$ cat src/rtl/wave_pkg.sv
// Shared types and constants for the wave status transmitter.
// Serializer state encoding and status ASCII characters.
package wave_pkg;

   typedef enum logic [1:0] {
      ST_IDLE,
      ST_START,
      ST_DATA,
      ST_STOP
   } tx_state_t;

   localparam logic [7:0] CH_Q = 8'h51;
   localparam logic [7:0] CH_T = 8'h54;
   localparam logic [7:0] CH_S = 8'h53;
   localparam logic [7:0] CH_I = 8'h49;
   localparam logic [7:0] CH_UNK = 8'h3F;
   localparam logic [7:0] CH_N = 8'h4E;
   localparam logic [7:0] CH_F = 8'h46;

   function automatic logic [7:0] wave_char(
      input logic [2:0] code
   );
      logic [7:0] c;
      case (code)
         3'd0: c = CH_Q;
         3'd1: c = CH_T;
         3'd2: c = CH_S;
         3'd3: c = CH_I;
         default: c = CH_UNK;
      endcase
      return c;
   endfunction

   function automatic logic [7:0] noise_char(
      input logic en
   );
      return en ? CH_N : CH_F;
   endfunction

endpackage

$ cat src/rtl/uart_tx_core.sv
// 8N1 UART serializer: FSM plus baud counter, pops bytes from a FIFO.
// Ports: clk, rst_n, fifo_empty, fifo_data in; pop, tx, busy out.
module uart_tx_core
   import wave_pkg::*;
#(
   parameter int CLKS_PER_BIT = 2604
) (
   input  logic       clk,
   input  logic       rst_n,
   input  logic       fifo_empty,
   input  logic [7:0] fifo_data,
   output logic       pop,
   output logic       tx,
   output logic       busy
);

   localparam int BW =
      (CLKS_PER_BIT > 1) ? $clog2(CLKS_PER_BIT) : 1;
   localparam logic [BW-1:0] LAST = BW'(CLKS_PER_BIT - 1);

   tx_state_t     state;
   logic [BW-1:0] baud;
   logic [2:0]    bit_cnt;
   logic [7:0]    shreg;
   logic          bit_end;

   assign bit_end = (baud == LAST);
   assign busy    = (state != ST_IDLE);

   // Pop in IDLE, or at the end of a stop bit to chain frames.
   assign pop = !fifo_empty &&
                ((state == ST_IDLE) ||
                 (state == ST_STOP && bit_end));

   always_ff @(posedge clk or negedge rst_n) begin
      if (!rst_n) begin
         state   <= ST_IDLE;
         baud    <= '0;
         bit_cnt <= '0;
         shreg   <= '0;
         tx      <= 1'b1;
      end else begin
         if (state == ST_IDLE || bit_end)
            baud <= '0;
         else
            baud <= baud + 1'b1;
         case (state)
            ST_IDLE: begin
               tx <= 1'b1;
               if (pop) begin
                  state <= ST_START;
                  shreg <= fifo_data;
                  tx    <= 1'b0;
               end
            end
            ST_START: begin
               if (bit_end) begin
                  state   <= ST_DATA;
                  bit_cnt <= '0;
                  tx      <= shreg[0];
               end
            end
            ST_DATA: begin
               if (bit_end) begin
                  if (bit_cnt == 3'd7) begin
                     state <= ST_STOP;
                     tx    <= 1'b1;
                  end else begin
                     bit_cnt <= bit_cnt + 3'd1;
                     shreg   <= {1'b0, shreg[7:1]};
                     tx      <= shreg[1];
                  end
               end
            end
            ST_STOP: begin
               if (bit_end) begin
                  if (pop) begin
                     state <= ST_START;
                     shreg <= fifo_data;
                     tx    <= 1'b0;
                  end else begin
                     state <= ST_IDLE;
                  end
               end
            end
            default: begin
               state <= ST_IDLE;
               tx    <= 1'b1;
            end
         endcase
      end
   end

endmodule

$ cat src/rtl/wave_status_tx.sv
// Byte FIFO + UART TX, with optional waveform status reporter.
// Ports: clk, rst_n, wave_select, white_noise_en, in_data/in_valid/
// in_ready host stream, tx serial line, tx_busy.
// Reporter built only when WAVE_STATUS_REPORT_EN is defined.
module wave_status_tx
   import wave_pkg::*;
#(
   parameter int CLKS_PER_BIT = 2604,
   parameter int FIFO_DEPTH   = 4
) (
   input  logic       clk,
   input  logic       rst_n,
   input  logic [2:0] wave_select,
   input  logic       white_noise_en,
   input  logic [7:0] in_data,
   input  logic       in_valid,
   output logic       in_ready,
   output logic       tx,
   output logic       tx_busy
);

   localparam int AW = $clog2(FIFO_DEPTH);
   localparam logic [AW:0] FULL_CNT = (AW+1)'(FIFO_DEPTH);
   localparam logic [AW:0] TWO_FREE = (AW+1)'(FIFO_DEPTH - 2);

   logic [7:0]    mem [FIFO_DEPTH];
   logic [AW-1:0] wr_ptr;
   logic [AW-1:0] wr_nxt;
   logic [AW-1:0] rd_ptr;
   logic [AW:0]   count;
   logic [AW:0]   push_n;
   logic          live;
   logic          fifo_empty;
   logic          fifo_full;
   logic          host_push;
   logic          st_push;
   logic          pop;
   logic          core_busy;

   assign fifo_empty = (count == '0);
   assign fifo_full  = (count == FULL_CNT);
   assign wr_nxt     = wr_ptr + 1'b1;

`ifdef WAVE_STATUS_REPORT_EN
   logic [2:0] ws_q;
   logic       ne_q;
   logic       pending;
   logic       change;
   logic       req;

   // The detect cycle itself can push, so a report always beats
   // a host byte offered in the same cycle. Values are taken at
   // push time, which collapses any burst of changes.
   assign change  = live &&
                    ((wave_select != ws_q) ||
                     (white_noise_en != ne_q));
   assign req     = pending || change;
   assign st_push = req && (count <= TWO_FREE);

   always_ff @(posedge clk or negedge rst_n) begin
      if (!rst_n) begin
         ws_q    <= '0;
         ne_q    <= 1'b0;
         pending <= 1'b0;
      end else begin
         ws_q    <= wave_select;
         ne_q    <= white_noise_en;
         pending <= req && !st_push;
      end
   end
`else
   logic unused_status;
   assign unused_status = ^{wave_select, white_noise_en};
   assign st_push = 1'b0;
`endif

   assign in_ready  = live && !fifo_full && !st_push;
   assign host_push = in_valid && in_ready;

   always_comb begin
      push_n = '0;
      if (st_push)
         push_n = (AW+1)'(2);
      else if (host_push)
         push_n = (AW+1)'(1);
   end

   always_ff @(posedge clk or negedge rst_n) begin
      if (!rst_n) begin
         live   <= 1'b0;
         wr_ptr <= '0;
         rd_ptr <= '0;
         count  <= '0;
         for (int i = 0; i < FIFO_DEPTH; i++)
            mem[i] <= '0;
      end else begin
         live   <= 1'b1;
         count  <= count + push_n - (AW+1)'(pop);
         wr_ptr <= wr_ptr + push_n[AW-1:0];
         rd_ptr <= rd_ptr + AW'(pop);
`ifdef WAVE_STATUS_REPORT_EN
         if (st_push) begin
            mem[wr_ptr] <= wave_char(wave_select);
            mem[wr_nxt] <= noise_char(white_noise_en);
         end else
`endif
         if (host_push)
            mem[wr_ptr] <= in_data;
      end
   end

   uart_tx_core #(
      .CLKS_PER_BIT(CLKS_PER_BIT)
   ) u_core (
      .clk       (clk),
      .rst_n     (rst_n),
      .fifo_empty(fifo_empty),
      .fifo_data (mem[rd_ptr]),
      .pop       (pop),
      .tx        (tx),
      .busy      (core_busy)
   );

   assign tx_busy = core_busy || !fifo_empty;

endmodule
$ cat config.mk
export PLATFORM = sky130hd
export DESIGN_NAME = wave_status_tx
export DESIGN_NICKNAME = d
export VERILOG_FILES = /design/src/rtl/wave_pkg.sv /design/src/rtl/uart_tx_core.sv /design/src/rtl/wave_status_tx.sv
export SDC_FILE = /design/constraint.sdc
export NUM_CORES = 1
export LEC_CHECK = 0
export BUFFER_PORTS_ARGS = -buffer_cell sky130_fd_sc_hd__buf_2
export CORE_UTILIZATION = 55
export DETAILED_ROUTE_END_ITERATION = 10
export GPL_TIMING_DRIVEN = 0
export PLACE_DENSITY = 0.76
export SLEW_MARGIN = 20
export SYNTH_ARGS = -nofsm -noshare
export SYNTH_HDL_FRONTEND = slang
export SYNTH_SLANG_ARGS = --single-unit
$ cat constraint.sdc
create_clock -name clk -period 2.4 [get_ports clk]
set_input_delay 0.24 -clock clk [delete_from_list [all_inputs] [get_ports clk]]
set_output_delay 0.24 -clock clk [all_outputs]
set_load 0.02 [all_outputs]
==> results.sh, run 1 <==
export IMPL_status="finished clean"
export IMPL_fin_crit_ns=2.33
export IMPL_yosysWarnings=0
export IMPL_rr_endpoint="count[2]"
export IMPL_use_met2_pct=34.5
export IMPL_drt_pre_antenna_iters=4
export IMPL_crit_buf_inv=1
export IMPL_critPathMostFrequentCell="xnor2_2"
export IMPL_fin_hold_ws_ns=0.161
export IMPL_die_w_um=79.3
export IMPL_rsz0062_at_grt="no"
export IMPL_synth_edf_count=0
export IMPL_netlist_instances=265
export IMPL_ff2ff_setup_slack_ns=0.07
export IMPL_critPathLaunchType="flop"
export IMPL_drive_above_1_share_pct=33.1
export IMPL_viasPerCell=5.78
export IMPL_worst_r2r_path_depth=10
export IMPL_place_ws_ns=-0.195
export IMPL_cts_buffers=9
export IMPL_port_buffers=13
export IMPL_slew_violations=0
export IMPL_grt_max_degree=36
export IMPL_cp_depth=10
export IMPL_hpwl_mm=4.24
export IMPL_critPathRequiredTime_ns=2.64
export IMPL_drc=0
export IMPL_cts_tree="built"
export IMPL_worstMarginPinSlew_ns=0.777
export IMPL_clk_latency_ns=0.35
export IMPL_cp_slowest_cell="dfrtp_1"
export IMPL_grtUsageTotal_pct=22.8
export IMPL_avgSynthCellArea_sq_um=12.4
export IMPL_power_density_nw_per_um2=940
export IMPL_numClockSinks=66
export IMPL_drtAntennaViolNets=0
export IMPL_p_total_w=0.00362
export IMPL_wl_per_cell_um=16.6
export IMPL_ys_ff_latch=66
export IMPL_crit_end="count[2]"
export IMPL_vias=2161
export IMPL_synth_area_leaders="dfrtp_1 49%, mux2_2 11%, mux4_2 5.5%, ha_1 4.2%, xor2_1 2.4%"
export IMPL_final_util_pct=68.3
export IMPL_drtIter0Drc=123
export IMPL_h_tree_depth=3
export IMPL_gp_congestion=0.762
export IMPL_clk_pin_slew_ns=0.07
export IMPL_arrival_ns=2.57
export IMPL_n_antenna_cell=0
export IMPL_routed_wirelength_mm=6.23
export IMPL_nNetsFinal=324
export IMPL_busiest_layer="met2"
export IMPL_async_flop_share_pct=100
export IMPL_finalHoldViolations=0
export IMPL_slew_headroom_pct=47.9
export IMPL_clockBufferDepth=2
export IMPL_core_area_sq_um=5640
export IMPL_setup_slack_ns=0.0722
export IMPL_grt_ovfl_total=0
export IMPL_clock_skew_ns=0.00853
export IMPL_die_area_sq_um=6290
export IMPL_grt_pass1_vias=2197
export IMPL_grt_util_met3_pct=3.45
export IMPL_yosysSeqAreaShare_pct=50.3
export IMPL_post_synth_top_area_fraction_pct=49.5
export IMPL_cp_top_family="adder cells"
export IMPL_max_freq_mhz=430
export IMPL_netlist_area_sq_um=3290
export IMPL_cp_cell_sequence="ha_4 -> and4b_4 -> and4_1 -> o21a_4 -> xnor2_2 -> ha_2 -> inv_1 -> fa_2 -> xnor2_2 -> xnor2_1"
export IMPL_layout_commonest_cell="dfrtp_1"
export IMPL_ys_types=48
export IMPL_fin_crit_sh_pct=97.0
export IMPL_start_util_pct=58.3
export IMPL_die_y_um=79.3
export IMPL_root_buffer="clkbuf_8"
export IMPL_synth_ff_type="dfrtp_1"
export IMPL_syn2layout_area_growth_pct=17.2
export IMPL_cp_max_fo=4
export IMPL_leakage_nw=1.73
export IMPL_worst_path_largest_cell_delay_ns=0.42
export IMPL_antenna_found_initial=0
export IMPL_r2r_start="u_core.baud[0]"
export IMPL_grt_util_met1_pct=32.3
export IMPL_io_pin_count=18
export IMPL_min_path_type="primary input to flop"
export IMPL_yosys_area_top_type="dfrtp_1"
export IMPL_irDropWorstVdd_mv=0.787
export IMPL_max_cap_violations=0
export IMPL_synth_nets=292
export IMPL_final_cell_mix="64 x dfrtp_1, 33 x mux2_2, 17 x inv_1"
export IMPL_startpoint="u_core.baud[0]"
export IMPL_end_kind="flop"
export IMPL_setup_viol=0
export IMPL_worstSetupPathType="flop to flop"
export IMPL_rows=27
export IMPL_grt_pass1_wl_mm=10.7
==> final cells by class <==
class                      count  area [sq um]
fill                         396          1790
sequential                    66          1650
multi-input combinational    177          1610
timing repair buffer          21           143
clock buffer                  10           138
clock inverter                 6           136
tap                           72          90.1
inverter                      17          63.8
buffer                         5          23.8
==> report_power, final <==
group,leakage [nW],switching (W),total [W],internal [W]
Sequential,0.823,0.000210,0.00164,0.00143
Clock,0.133,0.000453,0.00128,0.000827
Combinational,0.774,0.000253,0.000703,0.000450
==> cells in the mapped netlist, types with 4 or more instances <==
master    number
ha_1          11
nand4_1        9
xnor2_1        7
mux4_2         8
nand3_1        6
xor2_1         9
nand2_1       14
and3_1         4
o21ai_0        6
nor3_1         6
and4_1         5
inv_1         17
nor2_1        16
a22o_1         4
o211ai_1       6
dfrtp_1       65
mux2_2        33
==> routing by layer <==
layer  wire length (um)  up-vias
met1               2960     1094
li1                   -     1023
met4                134        0
met2               2980       34
met3                152       10
met5                  0        -
==> per-stage QoR <==
| step | cells | cell area (sq um) | TNS, ns |
|---|---|---|---|
| global route | 374 | 3850 | 0 |
| floorplan | 265 | 3290 | 0 |
| finish | 374 | 3850 | 0 |
| detailed placement | 351 | 3470 | -0.237 |
| CTS | 372 | 3800 | 0 |
| global placement | 350 | 3440 | -0.163 |
==> how the worst min path moves through the flow <==
stage | end | cells past startpoint | from | slack [ns]
floorplan | count[0] | 0 | rst_n | -0.06
global placement | u_core.tx | 2 | u_core.tx | 0.47
detailed placement | u_core.baud[2] | 1 | rst_n | 0.20
CTS | mem[12] | 2 | in_data[4] | 0.15
global route | mem[12] | 2 | in_data[4] | 0.17
finish | mem[12] | 2 | in_data[4] | 0.16
==> registers in the layout, indices dropped and copies added, names as in the netlist <==
name            count
mem                32
wr_ptr              2
count               3
live                1
u_core.state        2
rd_ptr              2
u_core.shreg        8
u_core.baud        12
u_core.tx           1
u_core.bit_cnt      3
==> repair_timing <==
action	in CTS	in global routing
gates cloned	0	0
endpoints found under the hold margin	30	0
pin swaps	2	5
resized for setup	6	6
hold buffers	1	0
setup endpoints to repair	2	1
buffers inserted	4	2
==> logic make-up after synthesis <==
group	after synthesis	synth area share, %
other	1	0.114
multiplexers	41	16.8
AO/OA/AOI/OAI	33	7.84
buffers and inverters	22	2.66
AND/OR/NAND/NOR	74	13.3
XOR/XNOR	16	4.26
flip-flops	66	50.3
adder cells (fa/ha/maj)	12	4.79
Note: power is estimated with default switching activity, not from simulation.
==> run 2, diff against run 1 <==
- CORE_UTILIZATION: 55 -> 57
- CTS_BUF_LIST: unset -> sky130_fd_sc_hd__clkbuf_2 sky130_fd_sc_hd__clkbuf_4 sky130_fd_sc_hd__clkbuf_8
- PLACE_DENSITY: 0.76 -> 0.78
- SLEW_MARGIN: 20 -> unset
==> run 2 against run 1 <==
The flow now finishes with violations (hold timing). Core utilization fell by 0.24 points. Non-clock buffer count fell by 2. Combinational power fell by 4.0%. Setup slack improved by 0.046 ns.
==> results.sh, run 2 (synthesis results as in run 1) <==
export IMPL_gp_congestion=0.782
export IMPL_seqPwrFrac_pct=48.5
export IMPL_drive_above_1_share_pct=33.3
export IMPL_clockBufferDepth=2
export IMPL_final_cell_mix="65 x dfrtp_1, 33 x mux2_2, 17 x inv_1"
export IMPL_switchingPower_w=0.000893
export IMPL_critPathMostFrequentCell="xnor2_1"
export IMPL_rows=27
export IMPL_finalHoldViolations=26
export IMPL_p_sw_share_pct=26.6
export IMPL_fin_crit_ns=2.28
export IMPL_grtUsageTotal_pct=23.2
export IMPL_end_kind="flop"
export IMPL_cp_cell_sequence="ha_4 -> and3b_1 -> and4_4 -> o21a_4 -> xnor2_2 -> ha_2 -> inv_1 -> fa_2 -> xnor2_1 -> xnor2_1"
export IMPL_cts_buffers=9
export IMPL_fin_hold_ws_ns=-0.0277
export IMPL_setup_viol=0
export IMPL_grt_ovfl_total=0
export IMPL_wl_per_cell_um=16.8
export IMPL_drc=0
export IMPL_n_antenna_cell=0
export IMPL_grt_pass1_wl_mm=10.6
export IMPL_arrival_ns=2.57
export IMPL_leakage_nw=1.69
export IMPL_nNetsFinal=322
export IMPL_die_area_sq_um=6080
export IMPL_root_buffer="clkbuf_8"
export IMPL_grt_util_met1_pct=29.9
export IMPL_status="finished with violations"
export IMPL_drt_pre_antenna_iters=4
export IMPL_slew_violations=0
export IMPL_layout_commonest_cell="dfrtp_1"
export IMPL_cts_tree="built"
export IMPL_h_tree_depth=3
export IMPL_worst_path_largest_cell_delay_ns=0.44
export IMPL_routed_wirelength_mm=6.24
export IMPL_antenna_found_initial=0
export IMPL_r2r_start="u_core.state[1]"
export IMPL_drtIter0Drc=194
export IMPL_p_comb_share_pct=20.1
export IMPL_max_freq_mhz=438
export IMPL_io_pin_count=18
export IMPL_start_util_pct=59.3
export IMPL_p_int_w=0.00246
export IMPL_max_cap_violations=0
export IMPL_worst_r2r_path_depth=10
export IMPL_power_density_nw_per_um2=889
export IMPL_p_clk_share_pct=31.4
export IMPL_design_area_sq_um=3770
export IMPL_placed_area_sq_um=3450
export IMPL_die_y_um=78.0
export IMPL_grt_util_met3_pct=5.41
export IMPL_viasPerCell=5.87
export IMPL_die_w_um=78.0
export IMPL_min_path_type="primary input to asynchronous set/reset pin"
export IMPL_violations="hold timing"
export IMPL_cp_max_fo=4
export IMPL_nFillCells=417
export IMPL_vias=2184
export IMPL_clk_latency_ns=0.36
export IMPL_critPathRequiredTime_ns=2.69
export IMPL_top_regs="mem x32, u_core.baud x12, u_core.shreg x8"
export IMPL_core_area_sq_um=5540
export IMPL_grt_pass1_vias=2268
export IMPL_critPathLaunchType="flop"
export IMPL_hpwl_mm=4.07
export IMPL_grt_max_degree=67
export IMPL_crit_buf_inv=1
export IMPL_cp_slowest_cell="dfrtp_1"
export IMPL_syn2layout_area_growth_pct=14.7
export IMPL_cp_top_family="adder cells"
export IMPL_drtAntennaViolNets=0
export IMPL_rsz0062_at_grt="no"
export IMPL_largest_reg_flops=32
export IMPL_irDropWorstVdd_mv=0.759
export IMPL_port_buffers=13
export IMPL_clock_skew_ns=0.0130
export IMPL_rr_endpoint="count[2]"
export IMPL_worstMarginPinSlew_ns=0.832
export IMPL_regMostFlops="mem"
export IMPL_busiest_layer="met2"
export IMPL_clk_pin_slew_ns=0.08
export IMPL_numClockSinks=66
export IMPL_slew_headroom_pct=44.5
export IMPL_worstSetupPathType="flop to flop"
export IMPL_use_met2_pct=37.4
export IMPL_fin_crit_sh_pct=95.1
export IMPL_ff2ff_setup_slack_ns=0.12
export IMPL_setup_tns_ns=0
[run 2: repair_timing]
item,in CTS,in global routing
cloned,0,0
endpoints found under the hold margin,0,0
gates resized for setup,6,7
pin swaps,1,3
endpoints found under the setup margin,2,1
hold buffers,0,0
buffers inserted,4,2
[run 2: cell type report]
cell class              instances  area (sq um)  area share, %
flip-flops and latches         66          1650           43.8
repair buffers                 19           113           2.99
plain buffers                   5          23.8          0.630
inverters                      17          63.8           1.69
clock buffers                  10           131           3.48
multi-input cells             177          1610           42.6
clock inverters                 6          91.3           2.42
well taps                      72          90.1           2.39
[run 2: through the flow]
step / power, W / utilization, % / worst slack [ns] / instances / hold slack, ns
2_1_floorplan: 0.00212 / - / 0.0264 / 265 / -0.0556
3_3_place_gp: 0.00225 / 62.2 / -0.156 / 350 / 0.475
3_5_place_dp: 0.00231 / 62.2 / -0.196 / 350 / 0.392
4_1_cts: 0.00337 / 67.3 / 0.0216 / 370 / 0.0139
5_1_grt: 0.00351 / 68.1 / 0.0110 / 372 / 0.0488
6_report: 0.00335 / 68.1 / 0.118 / 372 / -0.0277
[run 2: routing by layer]
layer	vias up	part of all wire, %	wire length (um)
li1	1017	-	-
met1	1099	46	2880
met2	52	48	3000
met3	16	3.3	207
met4	0	2.4	151
met5	-	0	0
[run 2: worst max-delay path by stage]
stage / depth (start not counted) / to / slack [ns] / from
floorplan: 10 / count[2] / 0.03 / u_core.baud[0]
global placement: 10 / count[2] / -0.16 / u_core.baud[0]
detailed placement: 10 / count[2] / -0.20 / u_core.baud[0]
CTS: 10 / count[2] / 0.02 / u_core.baud[0]
global route: 8 / u_core.tx / 0.01 / u_core.state[0]
finish: 10 / count[2] / 0.12 / u_core.state[1]
[run 2: worst register-to-register path, cell delays in order (launching register included)]
cell	delay [ns]
dfrtp_1	0.44
ha_4	0.20
and3b_1	0.18
and4_4	0.19
o21a_4	0.22
xnor2_2	0.12
ha_2	0.18
inv_1	0.05
fa_2	0.33
xnor2_1	0.18
xnor2_1	0.13
[run 2: power by group through the flow]
stage                     Sequential, W  Clock [W]  Combinational [W]
final                           0.00163    0.00105           0.000675
after global routing            0.00167    0.00111           0.000727
after global placement          0.00162          0           0.000635
after detailed placement        0.00164          0           0.000674
after CTS                       0.00162    0.00107           0.000678
after floorplan                 0.00158          0           0.000544
